<file path="src/rtl/i_buffer_if.sv">
// Fetch, issue and redirect signals between the instruction buffer and its neighbours.
// master = instruction buffer side, slave = memory/scoreboard/execute side.
`timescale 1ns/1ps
interface i_buffer_if #(
    parameter int ADDR_WIDTH = 32,
    parameter int DATA_WIDTH = 32
);
    logic                  mem_req;
    logic [ADDR_WIDTH-1:0] mem_addr;
    logic                  mem_ready;
    logic [DATA_WIDTH-1:0] mem_data;
    logic                  sb_vacant_alu;
    logic                  sb_vacant_ls;
    logic                  ib_valid;
    logic [6:0]            ib_opt;
    logic [2:0]            ib_funct;
    logic [4:0]            ib_rs1;
    logic [4:0]            ib_rs2;
    logic [4:0]            ib_rd;
    logic [DATA_WIDTH-1:0] ib_imm;
    logic                  br_valid;
    logic [ADDR_WIDTH-1:0] br_target;

    modport master (
        output mem_req, mem_addr, ib_valid, ib_opt, ib_funct, ib_rs1, ib_rs2, ib_rd, ib_imm,
        input  mem_ready, mem_data, sb_vacant_alu, sb_vacant_ls, br_valid, br_target
    );

    modport slave (
        input  mem_req, mem_addr, ib_valid, ib_opt, ib_funct, ib_rs1, ib_rs2, ib_rd, ib_imm,
        output mem_ready, mem_data, sb_vacant_alu, sb_vacant_ls, br_valid, br_target
    );
endinterface

</file>
<file path="src/rtl/i_buffer.sv">
// RV32I instruction buffer: single-outstanding fetch, decode, 4-entry queue and
// class-gated issue to the scoreboard, flushed by branch redirects.
`timescale 1ns/1ps
module i_buffer #(
    parameter int                    ADDR_WIDTH     = 32,
    parameter int                    DATA_WIDTH     = 32,
    parameter int                    IB_DEPTH_WIDTH = 2,
    parameter logic [ADDR_WIDTH-1:0] RESET_PC       = '0
) (
    input  logic       clk,
    input  logic       rst,
    i_buffer_if.master bus
);
    localparam int DEPTH = 1 << IB_DEPTH_WIDTH;
    localparam logic [6:0] OP_I = 7'b0010011;
    localparam logic [6:0] OP_L = 7'b0000011;
    localparam logic [6:0] OP_S = 7'b0100011;
    localparam logic [6:0] OP_B = 7'b1100011;
    localparam logic [6:0] OP_R = 7'b0110011;

    typedef enum logic [1:0] {S_IDLE, S_WAIT, S_DISCARD} state_t;

    typedef struct packed {
        logic [6:0]            opt;
        logic [2:0]            funct;
        logic [4:0]            rs1;
        logic [4:0]            rs2;
        logic [4:0]            rd;
        logic [DATA_WIDTH-1:0] imm;
    } entry_t;

    state_t                    r_state, w_state_next;
    logic [ADDR_WIDTH-1:0]     r_pc, w_pc_next;
    logic [ADDR_WIDTH-1:0]     r_addr, w_addr_next;
    logic [IB_DEPTH_WIDTH-1:0] r_wr_ptr, r_rd_ptr;
    logic [IB_DEPTH_WIDTH:0]   r_count;
    entry_t                    r_mem [DEPTH];
    entry_t                    w_dec, w_head;
    logic                      w_supported, w_enq, w_pop, w_full, w_head_ls;
    logic [31:0]               w_inst;

    assign w_inst = bus.mem_data[31:0];

    always_comb begin
        w_dec       = '0;
        w_supported = 1'b1;
        w_dec.opt   = w_inst[6:0];
        w_dec.rd    = w_inst[11:7];
        w_dec.funct = w_inst[14:12];
        w_dec.rs1   = w_inst[19:15];
        w_dec.rs2   = w_inst[24:20];
        case (w_inst[6:0])
            OP_I, OP_L: begin
                w_dec.rs2 = '0;
                w_dec.imm = {{(DATA_WIDTH-12){w_inst[31]}}, w_inst[31:20]};
            end
            OP_S: begin
                w_dec.rd  = '0;
                w_dec.imm = {{(DATA_WIDTH-12){w_inst[31]}}, w_inst[31:25], w_inst[11:7]};
            end
            OP_B: begin
                w_dec.rd  = '0;
                w_dec.imm = {{(DATA_WIDTH-13){w_inst[31]}}, w_inst[31], w_inst[7],
                             w_inst[30:25], w_inst[11:8], 1'b0};
            end
            // funct7 travels in imm[11:5] so execute can tell ADD from SUB etc.
            OP_R:    w_dec.imm = {{(DATA_WIDTH-12){1'b0}}, w_inst[31:25], 5'b0};
            default: w_supported = 1'b0;
        endcase
    end

    assign w_full    = (r_count == (IB_DEPTH_WIDTH+1)'(DEPTH));
    assign w_enq     = (r_state == S_WAIT) && bus.mem_ready && !bus.br_valid && w_supported;
    assign w_head    = r_mem[r_rd_ptr];
    assign w_head_ls = (w_head.opt == OP_L) || (w_head.opt == OP_S);
    assign w_pop     = (r_count != '0) && !bus.br_valid &&
                       (w_head_ls ? bus.sb_vacant_ls : bus.sb_vacant_alu);

    assign bus.ib_valid = w_pop;
    assign bus.ib_opt   = w_head.opt;
    assign bus.ib_funct = w_head.funct;
    assign bus.ib_rs1   = w_head.rs1;
    assign bus.ib_rs2   = w_head.rs2;
    assign bus.ib_rd    = w_head.rd;
    assign bus.ib_imm   = w_head.imm;
    assign bus.mem_req  = (r_state != S_IDLE);
    assign bus.mem_addr = r_addr;

    always_comb begin
        w_state_next = r_state;
        w_pc_next    = r_pc;
        w_addr_next  = r_addr;
        case (r_state)
            S_IDLE: begin
                if (bus.br_valid) begin
                    w_pc_next = bus.br_target;
                end else if (!w_full) begin
                    w_state_next = S_WAIT;
                    w_addr_next  = r_pc;
                end
            end
            S_WAIT: begin
                if (bus.br_valid) begin
                    w_pc_next    = bus.br_target;
                    w_state_next = bus.mem_ready ? S_IDLE : S_DISCARD;
                end else if (bus.mem_ready) begin
                    w_pc_next    = r_pc + ADDR_WIDTH'(4);
                    w_state_next = S_IDLE;
                end
            end
            S_DISCARD: begin
                if (bus.br_valid)  w_pc_next    = bus.br_target;
                if (bus.mem_ready) w_state_next = S_IDLE;
            end
            default: w_state_next = S_IDLE;
        endcase
    end

    always_ff @(posedge clk or posedge rst) begin
        if (rst) begin
            r_state <= S_IDLE;
            r_pc    <= RESET_PC;
            r_addr  <= RESET_PC;
        end else begin
            r_state <= w_state_next;
            r_pc    <= w_pc_next;
            r_addr  <= w_addr_next;
        end
    end

    always_ff @(posedge clk or posedge rst) begin
        if (rst) begin
            r_wr_ptr <= '0;
            r_rd_ptr <= '0;
            r_count  <= '0;
        end else if (bus.br_valid) begin
            r_wr_ptr <= '0;
            r_rd_ptr <= '0;
            r_count  <= '0;
        end else begin
            if (w_enq) r_wr_ptr <= r_wr_ptr + 1'b1;
            if (w_pop) r_rd_ptr <= r_rd_ptr + 1'b1;
            case ({w_enq, w_pop})
                2'b10:   r_count <= r_count + 1'b1;
                2'b01:   r_count <= r_count - 1'b1;
                default: r_count <= r_count;
            endcase
        end
    end

    // Entries reset to zero so the head fields read all-zero straight out of reset.
    generate
        for (genvar gi = 0; gi < DEPTH; gi++) begin : g_entry
            always_ff @(posedge clk or posedge rst) begin
                if (rst)
                    r_mem[gi] <= '0;
                else if (w_enq && (r_wr_ptr == IB_DEPTH_WIDTH'(gi)))
                    r_mem[gi] <= w_dec;
            end
        end
    endgenerate
endmodule

</file>
<file path="src/flat_wrapper.sv">
// flat-port wrapper written by rule: the top's interface ports become plain ports
module i_buffer_flat 
#(
    parameter int                    ADDR_WIDTH     = 32,
    parameter int                    DATA_WIDTH     = 32,
    parameter int                    IB_DEPTH_WIDTH = 2,
    parameter logic [ADDR_WIDTH-1:0] RESET_PC       = '0
)
  (clk, rst, bus_mem_req, bus_mem_addr, bus_ib_valid, bus_ib_opt, bus_ib_funct, bus_ib_rs1, bus_ib_rs2, bus_ib_rd, bus_ib_imm, bus_mem_ready, bus_mem_data, bus_sb_vacant_alu, bus_sb_vacant_ls, bus_br_valid, bus_br_target);
  i_buffer_if #(.ADDR_WIDTH(ADDR_WIDTH), .DATA_WIDTH(DATA_WIDTH)) bus_i ();
  input  logic clk;
  input  logic rst;
  output wire logic [$bits(bus_i.mem_req)-1:0] bus_mem_req;
  output wire logic [$bits(bus_i.mem_addr)-1:0] bus_mem_addr;
  output wire logic [$bits(bus_i.ib_valid)-1:0] bus_ib_valid;
  output wire logic [$bits(bus_i.ib_opt)-1:0] bus_ib_opt;
  output wire logic [$bits(bus_i.ib_funct)-1:0] bus_ib_funct;
  output wire logic [$bits(bus_i.ib_rs1)-1:0] bus_ib_rs1;
  output wire logic [$bits(bus_i.ib_rs2)-1:0] bus_ib_rs2;
  output wire logic [$bits(bus_i.ib_rd)-1:0] bus_ib_rd;
  output wire logic [$bits(bus_i.ib_imm)-1:0] bus_ib_imm;
  input wire logic [$bits(bus_i.mem_ready)-1:0] bus_mem_ready;
  input wire logic [$bits(bus_i.mem_data)-1:0] bus_mem_data;
  input wire logic [$bits(bus_i.sb_vacant_alu)-1:0] bus_sb_vacant_alu;
  input wire logic [$bits(bus_i.sb_vacant_ls)-1:0] bus_sb_vacant_ls;
  input wire logic [$bits(bus_i.br_valid)-1:0] bus_br_valid;
  input wire logic [$bits(bus_i.br_target)-1:0] bus_br_target;
  assign bus_mem_req = bus_i.mem_req;
  assign bus_mem_addr = bus_i.mem_addr;
  assign bus_ib_valid = bus_i.ib_valid;
  assign bus_ib_opt = bus_i.ib_opt;
  assign bus_ib_funct = bus_i.ib_funct;
  assign bus_ib_rs1 = bus_i.ib_rs1;
  assign bus_ib_rs2 = bus_i.ib_rs2;
  assign bus_ib_rd = bus_i.ib_rd;
  assign bus_ib_imm = bus_i.ib_imm;
  assign bus_i.mem_ready = bus_mem_ready;
  assign bus_i.mem_data = bus_mem_data;
  assign bus_i.sb_vacant_alu = bus_sb_vacant_alu;
  assign bus_i.sb_vacant_ls = bus_sb_vacant_ls;
  assign bus_i.br_valid = bus_br_valid;
  assign bus_i.br_target = bus_br_target;
  i_buffer #(.ADDR_WIDTH(ADDR_WIDTH), .DATA_WIDTH(DATA_WIDTH), .IB_DEPTH_WIDTH(IB_DEPTH_WIDTH), .RESET_PC(RESET_PC)) u_core (.clk(clk), .rst(rst), .bus(bus_i));
endmodule
</file>
<file path="config.mk">
export PLATFORM = sky130hd
export DESIGN_NAME = i_buffer_flat
export DESIGN_NICKNAME = d
export VERILOG_FILES = /design/src/rtl/i_buffer_if.sv /design/src/rtl/i_buffer.sv /design/src/flat_wrapper.sv
export SDC_FILE = /design/constraint.sdc
export NUM_CORES = 1
export LEC_CHECK = 0
export CAP_MARGIN = 20
export CORE_MARGIN = 2
export CORE_UTILIZATION = 56
export CTS_BUF_LIST = sky130_fd_sc_hd__clkbuf_4
export CTS_CLUSTER_DIAMETER = 30
export DETAILED_ROUTE_END_ITERATION = 7
export PLACE_DENSITY_LB_ADDON = 0.08
export SETUP_SLACK_MARGIN = 0.1
export SLEW_MARGIN = 40
export SYNTH_ARGS = -nofsm -noshare
export SYNTH_HDL_FRONTEND = slang
export SYNTH_SLANG_ARGS = --single-unit
</file>
<file path="constraint.sdc">
create_clock -name clk -period 9.52 [get_ports clk]
set_input_delay 1.904 -clock clk [delete_from_list [all_inputs] [get_ports clk]]
set_output_delay 1.904 -clock clk [all_outputs]
set_load 0.02 [all_outputs]
</file>
== Word level (Yosys, flattened, before mapping) ==
Index checks and enable logic that the tools add are counted.
Word-level totals
  output and inout port bits: 91
  register bits: 301
Cells by class
  reductions and logical operators: 26
  magnitude comparators: 1
  add/subtract/negate cells: 5
  muxes and demuxes: 24
  bitwise gates (word level): 3
  equality and inequality tests: 19
Operator list (number)
  $pmux W32 S4: 1
  $bmux W57 S2: 1
  $mux W57: 2
  $mux W32: 3
  $pmux W32 S2: 1
  $add A32 B3 Y32 const B: 1
  $eq A7 B6 Y1 const B: 3
  $mux W2: 9
  $eq A7 B2 Y1 const B: 2
  $mux W5: 2
  $logic_and A1 B1 Y1: 9
  $eq A2 B2 Y1 const B: 4
  $reduce_bool A2 Y1: 4
  $eq A7 B5 Y1 const B: 1
  $eq A7 B7 Y1 const B: 1
  $eq A2 B1 Y1 const B: 3
  $pmux W2 S3: 1
  $pmux W3 S2: 1
  $reduce_and A3 Y1: 2
  $reduce_bool A3 Y1: 2
  $reduce_or A2 Y1: 3
  $reduce_or A5 Y1: 1
  $add A2 B1 Y2 const B: 2
  $logic_not A2 Y1: 2
  14 further kinds: 17

== Longest topological paths before layout ==
Gate-level depths: netlist of the first run.
  depth after elaboration: 11
  mapped depth: 13
  gate-level depth less buffers: 11

== Worst setup path after synthesis of the first run ==
Ideal clock, no wire load.
  kind: input to output
  start: in bus_br_valid
  end: out bus_ib_valid
  stages on the path: 4
  path slack: 4918 ps
  path buffers: 2
  data arrival time: 2698 ps
  cells stage by stage: buf_2 a2111oi_4 or2_1 buf_6
Between the ends
  longest elaborated chain between the ends: 3
RTL lines
  from (decl): RTL line flat_wrapper.sv:26  | input wire logic [$bits(bus_i.br_valid)-1:0] bus_br_valid;
  $logic_not A1 Y1: RTL line i_buffer.sv:76  | assign w_pop = (r_count != '0) && !bus.br_valid &&
  $logic_and A1 B1 Y1 (2 in a row): RTL line i_buffer.sv:76
  to (decl): RTL line flat_wrapper.sv:15  | output wire logic [$bits(bus_i.ib_valid)-1:0] bus_ib_valid;
Every way passes these cells.

== Worst setup path in the final report of the first run ==
Same ends and word-level chain as after synthesis.

==> summary.txt, run 1 <==
Run status
  – Status: finished with violations
  – Failing checks: design-rule violations

Setup path
  – Reg2reg setup slack: 5.47 ns
  – CP Launch Type: input port
  – Critical Path RT: 7.62 ns
  – Crit-path cells: clkdlybuf4s50_1 > a2111oi_4 > or2_1 > clkdlybuf4s50_1
  – CP max FO: 17
  – Setup CP Type: in -> out
  – R2R depth: 11
  – CP peak stage delay: 0.77 ns
  – Crit. End Element: output pin
  – Worst-path cell with the longest stage delay: clkdlybuf4s50_1
  – Crit-path most repeated cell: clkdlybuf4s50_1
  – Reg2Reg Capture Point: u_core.r_count[2]$_DFFE_PP0P_
  – RR Startpoint: u_core.r_rd_ptr[0]$_DFFE_PP0P_
  – WP data arrival: 4.17 ns

Clock network
  – Post-CTS Setup Bufs: 0
  – Hold-fix buffers, CTS: 0
  – CTS-repair resized insts: 0
  – Worst-path clk slew: 0.07 ns
  – Longest Clk Path Bufs: 3
  – # H-tree levels: 2
  – Root buffer cell: clkbuf_4
  – CTS Buf Count: 59
  – CTS tree: yes
  – Clock insertion delay at the later pin of the skew report: 0.66 ns
  – CTS sink count: 225

Place
  – DP Cell Count: 1201
  – I/O Buffers: 160
  – Final Wtd Congestion: 0.786
  – Dpl cell area: 12000 um^2
  – Detailed Place HPWL: 13800 um

Timing
  – Tmin final: 6.07 ns
  – Final setup skew: 0.0264 ns
  – Slew @ Worst Pin: 0.718 ns
  – Fin crit share: 63.8%
  – Setup Viol. Count Final: 0
  – Relative slew slack: 52.0%
  – RSZ-0062 raised after global routing: false
  – Final hold vios: 0
  – Setup_tns: 0 ns
  – Fmax: 0.165 GHz
  – Fin. max-slew vios: 0

Synth
  – Synth warn: 0
  – Post-Synthesis Cells: 880
  – Cell Area, Synth: 10400 um^2
  – Yosys reg bits: 225
  – Yosys top cell by area: dfrtp_1
  – Post-synthesis cell type count: 60
  – Mapped Nets: 956
  – Top cells by area, synth: dfrtp_1, mux2_2, mux4_2
  – Synth Flop Type: dfrtp_1
  – Number of synthesized flops with an enable pin: 0
  – Avg Cell Area, Syn: 11.8 um^2
  – Top cell type's share of synthesized area: 54.2%
  – Post-synth ARST share: 100%
  – Post-synthesis sequential area ratio: 54.2%

Finish
  – Non-Filler Instances: 1305
  – Synthesis-to-finish area growth: 23.2%
  – Share of cells above drive strength 1: 23.8%
  – Fin nets: 1109
  – Fill count: 1342
  – Finished Cell Area: 12800 um^2
  – Most frequent cells in the layout: dfrtp_1, clkdlybuf4s50_1, nand2_1
  – Commonest non-fill, non-tap cell in the layout: dfrtp_1

Global routing
  – Global route overflow: 0
  – Global-route wire length before repair: 37100 um
  – Tot GR Track Use: 23.3%
  – Largest net degree at the start of global routing: 152
  – Vias in the first global route: 7417
  – Initial antenna violation count: 1

Route
  – DRT Pass-1 Iters: 8
  – Vias per Instance: 5.72
  – 1st-iter DRT viols: 472
  – Mean routed wirelength per cell: 17.3 um
  – Via count: 7459
  – DRT antenna net count: 0
  – Drt drc: 12
  – Final wirelength: 22500 um

Power and ir drop
  – Power Density: 207 nW/um^2
  – Peak VDD IR: 0.000178 V
  – Leak Pwr: 5.66 nW

Die
  – FP Rows: 49
  – Core area: 18100 um^2
  – Die Y-Extent: 140 um
  – Die footprint: 19600 um^2
  – I/O pin cnt: 161
  – DIE WIDTH: 140 um
  – Initial core utilization: 57.4%

Hold path
  – Hold path startpoint: u_core.r_mem[164]$_DFFE_PP0P_
  – Worst Hold End: u_core.r_mem[164]$_DFFE_PP0P_
  – Min-Delay Path Class: reg -> reg
  – Worst Hold Depth: 1

Job
  – Max cap viols: 0
[cell families (layout without fill, tap and decap cells)]
| logic type | count (synthesis) | count (layout) | synth area share, % |
|---|---|---|---|
| AOI/OAI and AO/OA | 193 | 193 | 10.7 |
| xor gates and xnor gates | 2 | 2 | 0.169 |
| adders and majority gates | 6 | 6 | 0.795 |
| buffers and inverters | 91 | 285 | 4.22 |
| DFF | 225 | 225 | 54.2 |
| muxes | 141 | 141 | 19.7 |
| other | 0 | 2 | 0 |
| and+or+nand+nor | 222 | 222 | 10.2 |
[worst max-delay path by stage]
| stage | from | slack, ns | to |
|---|---|---|---|
| after floorplan | rst | 1.45 | u_core.bus.mem_addr[0]$_DFFE_PP0P_ |
| after global placement | bus_br_valid | 3.49 | bus_ib_valid |
| after detailed placement | bus_br_valid | 3.45 | bus_ib_valid |
| after CTS | bus_br_valid | 3.45 | bus_ib_valid |
| after global routing | bus_br_valid | 3.33 | bus_ib_valid |
| final | bus_br_valid | 3.45 | bus_ib_valid |
[synth_stat cells, drive strengths merged, types with 2 or more instances]
| master | n |
|---|---|
| or3 | 3 |
| nor3 | 5 |
| inv | 11 |
| nor4 | 4 |
| ha | 5 |
| and4 | 2 |
| buf | 34 |
| o21a | 3 |
| dfrtp | 225 |
| a31o | 2 |
| mux4 | 38 |
| o31a | 2 |
| o22a | 2 |
| nand2b | 12 |
| nor4bb | 2 |
| nor2b | 5 |
| a21oi | 39 |
| nand4 | 5 |
| a32oi | 3 |
| and3 | 9 |
| o22ai | 10 |
| a22oi | 5 |
| nand3 | 17 |
| and2 | 13 |
| clkbuf | 46 |
| mux2 | 101 |
| or2 | 3 |
| a31oi | 7 |
| mux2i | 2 |
| o31ai | 4 |
| o21ai | 103 |
| a211oi | 2 |
| nor2 | 22 |
| nand2 | 115 |
| a2bb2oi | 2 |
[worst max-delay path: cells and delay by family]
family	cells	cell delay [ns]
AND/OR/NAND/NOR	1	0.30
AO/OA/AOI/OAI	1	0.54
buffers and inverters	2	1.42
[metal layers]
metal	global-route usage, %	vias to the layer above	wire length (um)
li1	-	3500	-
met3	5.33	42	1480
met1	31.4	3675	9690
met4	8.03	0	506
met5	0	-	0
met2	37.7	242	10900
[area by class of cell]
type                            instances  area (um^2)  share of cell area (%)
Sequential cell                       225         5630                    44.0
Multi-Input combinational cell        564         4350                    34.0
Timing Repair Buffer                  172         1700                    13.2
Clock buffer                           88          661                    5.16
Tap cell                              229          287                    2.24
Clock inverter                         14          109                   0.851
Inverter                               11         57.6                   0.450
Antenna cell                            2         5.00                  0.0391
[per-stage QoR]
stage | worst slack [ns] | power (mW) | utilization, % | hold WS (ns)
5_1_grt | 3.33 | 2.79 | 70.8 | 0.482
2_1_floorplan | 1.45 | 1.54 | - | 0.425
3_3_place_gp | 3.49 | 1.81 | 66.4 | 0.444
4_1_cts | 3.45 | 2.69 | 70.7 | 0.465
6_report | 3.45 | 2.65 | 70.8 | 0.460
3_5_place_dp | 3.45 | 1.82 | 66.4 | 0.447
[sequential cells by signal, indices dropped and copies added, names as in the netlist]
register,count
u_core.r_count,3
u_core.r_wr_ptr,2
u_core.r_mem,152
u_core.bus.mem_addr,32
u_core.r_state,2
u_core.r_pc,32
u_core.r_rd_ptr,2
[power breakdown]
group | leakage [nW] | internal (mW) | switching, mW
combinational | 2.23 | 0.318 | 0.315
clock | 0.462 | 0.473 | 0.381
sequential | 2.97 | 1.07 | 0.0932
Note: power is estimated with default switching activity, not from simulation.
==> run 2: changes to the inputs <==
Clock period 9.52 ns to 6.3 ns, I/O delays scaled along.
==> summary.txt, run 2 (same netlist as run 1, synthesis figures left out) <==
Power and ir drop
  – Peak VDD IR: 0.000281 V (+58%)
  – Reg power frac: 44.4% (+0.4 points)
  – Switching share of total power: 30.0% (+0.30 points)
  – Clk network pwr share: 32.1% (about the same)
  – Power Density: 313 nW/um^2 (+51%)
  – Logic pwr share: 23.5% (-0.3 points)
  – Net Switching: 1.21 mW (+53%)
  – Int Pwr: 2.81 mW (+51%)
  – Leak Pwr: 5.72 nW (+1.1%)

Place
  – I/O Buffers: 160 (unchanged)
  – DP Cell Count: 1204 (+0.25%)
  – Detailed Place HPWL: 15000 um (+8.5%)
  – Final Wtd Congestion: 0.849 (+8.1%)

Die
  – I/O pin cnt: 161 (unchanged)
  – Die Y-Extent: 140 um (unchanged)
  – DIE WIDTH: 140 um (unchanged)
  – FP Rows: 49 (unchanged)
  – Core area: 18100 um^2 (unchanged)
  – Die footprint: 19600 um^2 (unchanged)
  – Initial core utilization: 57.4% (unchanged)

Global routing
  – Initial antenna violation count: 1 (unchanged)
  – Largest net degree at the start of global routing: 60 (-61%)
  – Vias in the first global route: 7623 (+2.8%)
  – Tot GR Track Use: 24.5% (+1.3 points)
  – Global route overflow: 0 (unchanged)
  – Global-route wire length before repair: 38800 um (+4.6%)

Finish
  – Fin nets: 1114 (+0.45%)
  – Commonest non-fill, non-tap cell in the layout: dfrtp_1
  – Share of cells above drive strength 1: 24.4% (+0.52 points)
  – Final Core Density: 71.0% (+0.22 points)
  – Synthesis-to-finish area growth: 23.6%
  – Non-Filler Instances: 1310 (+0.38%)
  – Largest register by flop count: u_core.r_mem
  – Max reg flops: 152 (unchanged)
  – Most frequent cells in the layout: dfrtp_1, clkdlybuf4s50_1, nand2_1

Timing
  – Tmin final: 5.13 ns
  – Slew @ Worst Pin: 0.801 ns (+0.0825 ns)
  – Fmax: 0.195 GHz
  – Setup Viol. Count Final: 0 (unchanged)
  – RSZ-0062 raised after global routing: false
  – Fin. max-slew vios: 0 (unchanged)
  – Fin crit share: 81.4%
  – Final setup skew: 0.0440 ns (+0.0176 ns)
  – Setup_tns: 0 ns (unchanged)
  – Final hold vios: 0 (unchanged)
  – Relative slew slack: 46.6% (-5.4 points)

Clock network
  – Clock insertion delay at the later pin of the skew report: 0.69 ns (+0.03 ns)
  – CTS sink count: 225 (unchanged)
  – Root buffer cell: clkbuf_4
  – Post-CTS Setup Bufs: 0 (unchanged)
  – # H-tree levels: 2 (unchanged)
  – Longest Clk Path Bufs: 3 (unchanged)
  – CTS Buf Count: 61 (+3.4%)
  – CTS-repair resized insts: 0 (unchanged)
  – Worst-path clk slew: 0.07 ns (about the same)
  – CTS tree: yes
  – Hold-fix buffers, CTS: 0 (unchanged)

Route
  – DRT antenna net count: 0 (unchanged)
  – DRT Pass-1 Iters: 8 (unchanged)
  – 1st-iter DRT viols: 423 (-10%)
  – Drt drc: 12 (unchanged)
  – Final wirelength: 23300 um (+3.2%)
  – Via count: 7515 (+0.75%)
  – Mean routed wirelength per cell: 17.8 um (+2.8%)
  – Vias per Instance: 5.74 (+0.37%)

Job
  – Max cap viols: 0 (unchanged)

Setup path
  – CP Launch Point: u_core.r_rd_ptr[0]$_DFFE_PP0P_
  – CP Buf/Inv Count: 1 (-1)
  – Cell family with most CP delay: simple AND/OR/NAND/NOR gates
  – RR Startpoint: u_core.r_rd_ptr[0]$_DFFE_PP0P_
  – CP Launch Type: flop
  – WP data arrival: 3.87 ns (-0.30 ns)
  – Crit. End Element: output pin
  – Setup CP Type: reg -> out
  – CP max FO: 28 (+11)
  – Critical Path RT: 5.04 ns (-2.58 ns)
  – CP peak stage delay: 0.89 ns (+0.12 ns)
  – Crit-path cells: mux4_1 > nor4bb_4 > and4_2 > or2_1 > clkdlybuf4s50_1
  – Worst-path cell with the longest stage delay: dfrtp_2

Run status
  – Failing checks: design-rule violations
  – Status: finished with violations

Hold path
  – Min-Delay Path Class: reg -> reg
  – Hold path startpoint: u_core.r_mem[221]$_DFFE_PP0P_
## run 2: changes by cell type in the layout (fill, tap and decap cells not counted), moves of 3 or more
cell,change
clkbuf_4,+5
nand2_2,-4
nand2_4,+4
buf_4,+3
## run 2: per-stage QoR
stage | area, um^2 | hold slack, ns | setup WS, ns | power, mW
global placement | 12000 | 0.442 | 1.54 | 2.74
finish | 12800 | 0.459 | 1.17 | 4.02
floorplan | 10400 | 0.425 | 2.10 | 2.32
detailed placement | 12000 | 0.447 | 1.51 | 2.75
global route | 12800 | 0.487 | 0.954 | 4.23
CTS | 12800 | 0.465 | 1.05 | 4.07
## run 2: cell type report
class | count | area (um^2)
sequential | 225 | 5630
inverter | 11 | 45.0
clock buffer | 93 | 698
fill | 1370 | 5250
antenna | 1 | 2.50
tap | 229 | 287
clock inverter | 12 | 76.3
multi-input combinational | 564 | 4380
timing repair buffer | 175 | 1720
## run 2: worst paths after layout
kind	endpoint	cells past startpoint	slack (ns)
max in group asynchronous	u_core.r_rd_ptr[0]$_DFFE_PP0P_	3	4.10
setup reg to reg	u_core.r_count[2]$_DFFE_PP0P_	10	2.18
setup / recovery	bus_ib_valid	5	1.17
min in group asynchronous	u_core.r_pc[7]$_DFFE_PP0P_	2	1.05
hold / removal	u_core.r_mem[221]$_DFFE_PP0P_	1	0.46
hold reg to reg	u_core.r_mem[221]$_DFFE_PP0P_	1	0.46
## run 2: power by group through the flow
stage / Combinational [mW] / Sequential, mW / Clock (mW)
2_1_floorplan: 0.448 / 1.88 / 0
6_report: 0.943 / 1.78 / 1.29
3_5_place_dp: 0.946 / 1.81 / 0
4_1_cts: 0.951 / 1.78 / 1.33
3_3_place_gp: 0.937 / 1.80 / 0
5_1_grt: 1.02 / 1.81 / 1.41
## run 2: worst register-to-register path, stage by stage, from the launching register on
cell and delay [ns]:
dfrtp_2 0.89, mux4_1 0.72, nor4bb_4 0.38, a2111oi_4 0.14, or2_1 0.36, nor2b_1 0.18
fa_1 0.45, or3b_2 0.48, a211oi_1 0.23, a311oi_1 0.08, o31ai_1 0.10
## run 2: routing by layer
metal | part of all wire [%] | GRT usage [%] | wire (um) | up-vias
met3 | 6.4 | 5.71 | 1490 | 43
met4 | 2.4 | 9.46 | 567 | 0
li1 | - | - | - | 3505
met2 | 49 | 38.7 | 11400 | 252
met1 | 42 | 33.5 | 9840 | 3715
met5 | 0 | 0 | 0 | -
==> run 3: changes to the inputs <==
Settings changed: CORE_UTILIZATION 56 to 51.
Clock period 6.3 ns to 4.53 ns, I/O delays scaled along.
==> summary.txt, run 3 (same netlist as run 1, synthesis figures left out) <==
Run status
  – Status: completed

Timing
  – Slew @ Worst Pin: 0.786 ns (-0.0151 ns)
  – RSZ-0062 raised after global routing: false
  – Relative slew slack: 47.6% (+1.0 points)
  – Setup_tns: 0 ns (unchanged)
  – Worst setup margin: 0.460 ns (-0.709 ns)
  – Final hold vios: 0 (unchanged)
  – Fmax: 0.246 GHz
  – Fin crit share: 89.8%
  – Tmin final: 4.07 ns
  – Setup Viol. Count Final: 0 (unchanged)
  – Final setup skew: 0.0338 ns (-0.0102 ns)
  – Fin. max-slew vios: 0 (unchanged)

Setup path
  – Setup CP Type: reg -> out
  – CP Launch Type: flop
  – Reg2reg setup slack: 0.87 ns (-1.31 ns)
  – WP data arrival: 3.16 ns (-0.71 ns)
  – Critical Path RT: 3.62 ns (-1.42 ns)
  – Crit. End Element: output pin
  – CP max FO: 13 (-54%)
  – Worst-path cell with the longest stage delay: mux4_1
  – RR Startpoint: u_core.r_rd_ptr[0]$_DFFE_PP0P_
  – R2R depth: 10 (unchanged)
  – Crit-path cells: mux4_1 > nor4bb_4 > and4_2 > or2_1 > dlygate4sd2_1
  – Reg2Reg Capture Point: u_core.r_count[2]$_DFFE_PP0P_
  – CP Launch Point: u_core.r_rd_ptr[0]$_DFFE_PP0P_
  – CP peak stage delay: 0.65 ns (-0.24 ns)
  – Critical Path Sink: bus_ib_valid

Clock network
  – Post-CTS Setup Bufs: 0 (unchanged)
  – Worst-path clk slew: 0.07 ns (about the same)
  – CTS tree: yes
  – CTS Buf Count: 66 (+8.2%)
  – Root buffer cell: clkbuf_4
  – Longest Clk Path Bufs: 3 (unchanged)
  – Hold-fix buffers, CTS: 0 (unchanged)
  – # H-tree levels: 3 (+1)
  – Clock insertion delay at the later pin of the skew report: 0.63 ns (-0.06 ns)
  – CTS sink count: 225 (unchanged)

Finish
  – Commonest non-fill, non-tap cell in the layout: dfrtp_1
  – Largest register by flop count: u_core.r_mem
  – Finished Cell Area: 12900 um^2 (+0.82%)
  – Share of cells above drive strength 1: 24.8% (+0.42 points)
  – Synthesis-to-finish area growth: 24.6%
  – Max reg flops: 152 (unchanged)
  – Most frequent cells in the layout: dfrtp_1, clkdlybuf4s50_1, nand2_1
  – Fin nets: 1124 (+0.90%)

Route
  – Mean routed wirelength per cell: 17.3 um (-2.5%)
  – Vias per Instance: 5.49 (-4.3%)
  – Drt drc: 0 (-12)
  – Via count: 7452 (-0.84%)
  – Final wirelength: 23500 um (+1.0%)
  – DRT antenna net count: 0 (unchanged)
  – DRT Pass-1 Iters: 4 (-4)
  – 1st-iter DRT viols: 361 (-15%)

Place
  – Detailed Place HPWL: 14900 um (-0.38%)
  – Dpl cell area: 12100 um^2 (+0.76%)
  – Final Wtd Congestion: 0.768 (-9.5%)
  – Post-place setup slack: 0.709 ns (-0.803 ns)
  – I/O Buffers: 160 (unchanged)

Die
  – FP Rows: 52 (+6.1%)
  – Die Y-Extent: 147 um (+4.7%)
  – I/O pin cnt: 161 (unchanged)
  – Initial core utilization: 51.6% (-5.8 points)
  – DIE WIDTH: 147 um (+4.7%)
  – Die footprint: 21500 um^2 (+9.5%)
  – Core area: 20100 um^2 (+11%)

Job
  – Max cap viols: 0 (unchanged)

Global routing
  – Vias in the first global route: 7562 (-0.80%)
  – Initial antenna violation count: 1 (unchanged)
  – Tot GR Track Use: 22.6% (-1.9 points)
  – Largest net degree at the start of global routing: 135 (+130%)
  – Global-route wire length before repair: 39100 um (+0.73%)
  – Global route overflow: 0 (unchanged)

Power and ir drop
  – Power Density: 432 nW/um^2 (+38%)
  – Leak Pwr: 5.72 nW (about the same)
  – Peak VDD IR: 0.000304 V (+8.3%)
  – Overall Power: 5.60 mW (+39%)

Hold path
  – Min-Delay Path Class: reg -> reg
[run 3: changes by cell type in the layout (fill, tap and decap cells not counted), moves of 2 or more]
cell / previous run / this run
nand2_2: 0 / 4
nand2_4: 4 / 0
buf_4: 14 / 17
buf_12: 0 / 2
clkbuf_4: 93 / 91
clkinv_2: 4 / 6
[run 3: area by class of cell]
cell class | instances | area, um^2
diodes | 2 | 5.00
clock buffers | 91 | 683
fillers | 1594 | 7160
clock inverters | 15 | 90.1
well taps | 270 | 338
flip-flops and latches | 225 | 5640
inverters | 11 | 45.0
multi-input cells | 564 | 4350
repair buffers | 180 | 1800
[run 3: what timing repair did]
action / 4_1_cts / 5_1_grt
resized for setup: 2 / 0
endpoints found under the hold margin: 0 / 0
endpoints found under the setup margin: 1 / 0
[run 3: how the worst min path moves through the flow]
stage	from	to	slack [ns]	depth (start not counted)
2_1_floorplan	u_core.r_mem[164]$_DFFE_PP0P_	u_core.r_mem[164]$_DFFE_PP0P_	0.43	1
3_3_place_gp	u_core.r_mem[165]$_DFFE_PP0P_	u_core.r_mem[165]$_DFFE_PP0P_	0.45	1
4_1_cts	u_core.r_mem[50]$_DFFE_PP0P_	u_core.r_mem[50]$_DFFE_PP0P_	0.46	1
6_report	u_core.r_mem[50]$_DFFE_PP0P_	u_core.r_mem[50]$_DFFE_PP0P_	0.46	1
3_5_place_dp	u_core.r_mem[50]$_DFFE_PP0P_	u_core.r_mem[50]$_DFFE_PP0P_	0.45	1
5_1_grt	u_core.r_mem[164]$_DFFE_PP0P_	u_core.r_mem[164]$_DFFE_PP0P_	0.49	1
[run 3: through the flow]
step / hold WS (ns) / utilization [%] / instances
after detailed placement: 0.446 / 60.3 / 1249
after global placement: 0.445 / 60.3 / 1249
after floorplan: 0.425 / - / 880
final: 0.460 / 64.4 / 1358
after global routing: 0.487 / 64.4 / 1357
after CTS: 0.462 / 64.2 / 1355
[run 3: worst max-delay path, delay by kind of cell, from the launching register on]
family / cells / cell delay, ns
buf+inv: 1 / 0.39
flops: 1 / 0.56
mux: 1 / 0.65
simple gates: 3 / 0.95
[run 3: routing by layer]
layer | vias up | track usage [%] | share of wire, %
met2 | 230 | 35.5 | 48
met5 | - | 0 | 0
met3 | 29 | 5.91 | 6.6
met4 | 0 | 6.80 | 1.4
met1 | 3667 | 31.4 | 44
li1 | 3526 | - | -
[run 3: where the power goes]
group | internal [mW] | switching (mW)
sequential | 2.26 | 0.209
combinational | 0.677 | 0.654
clock | 0.980 | 0.816
total | 3.92 | 1.68
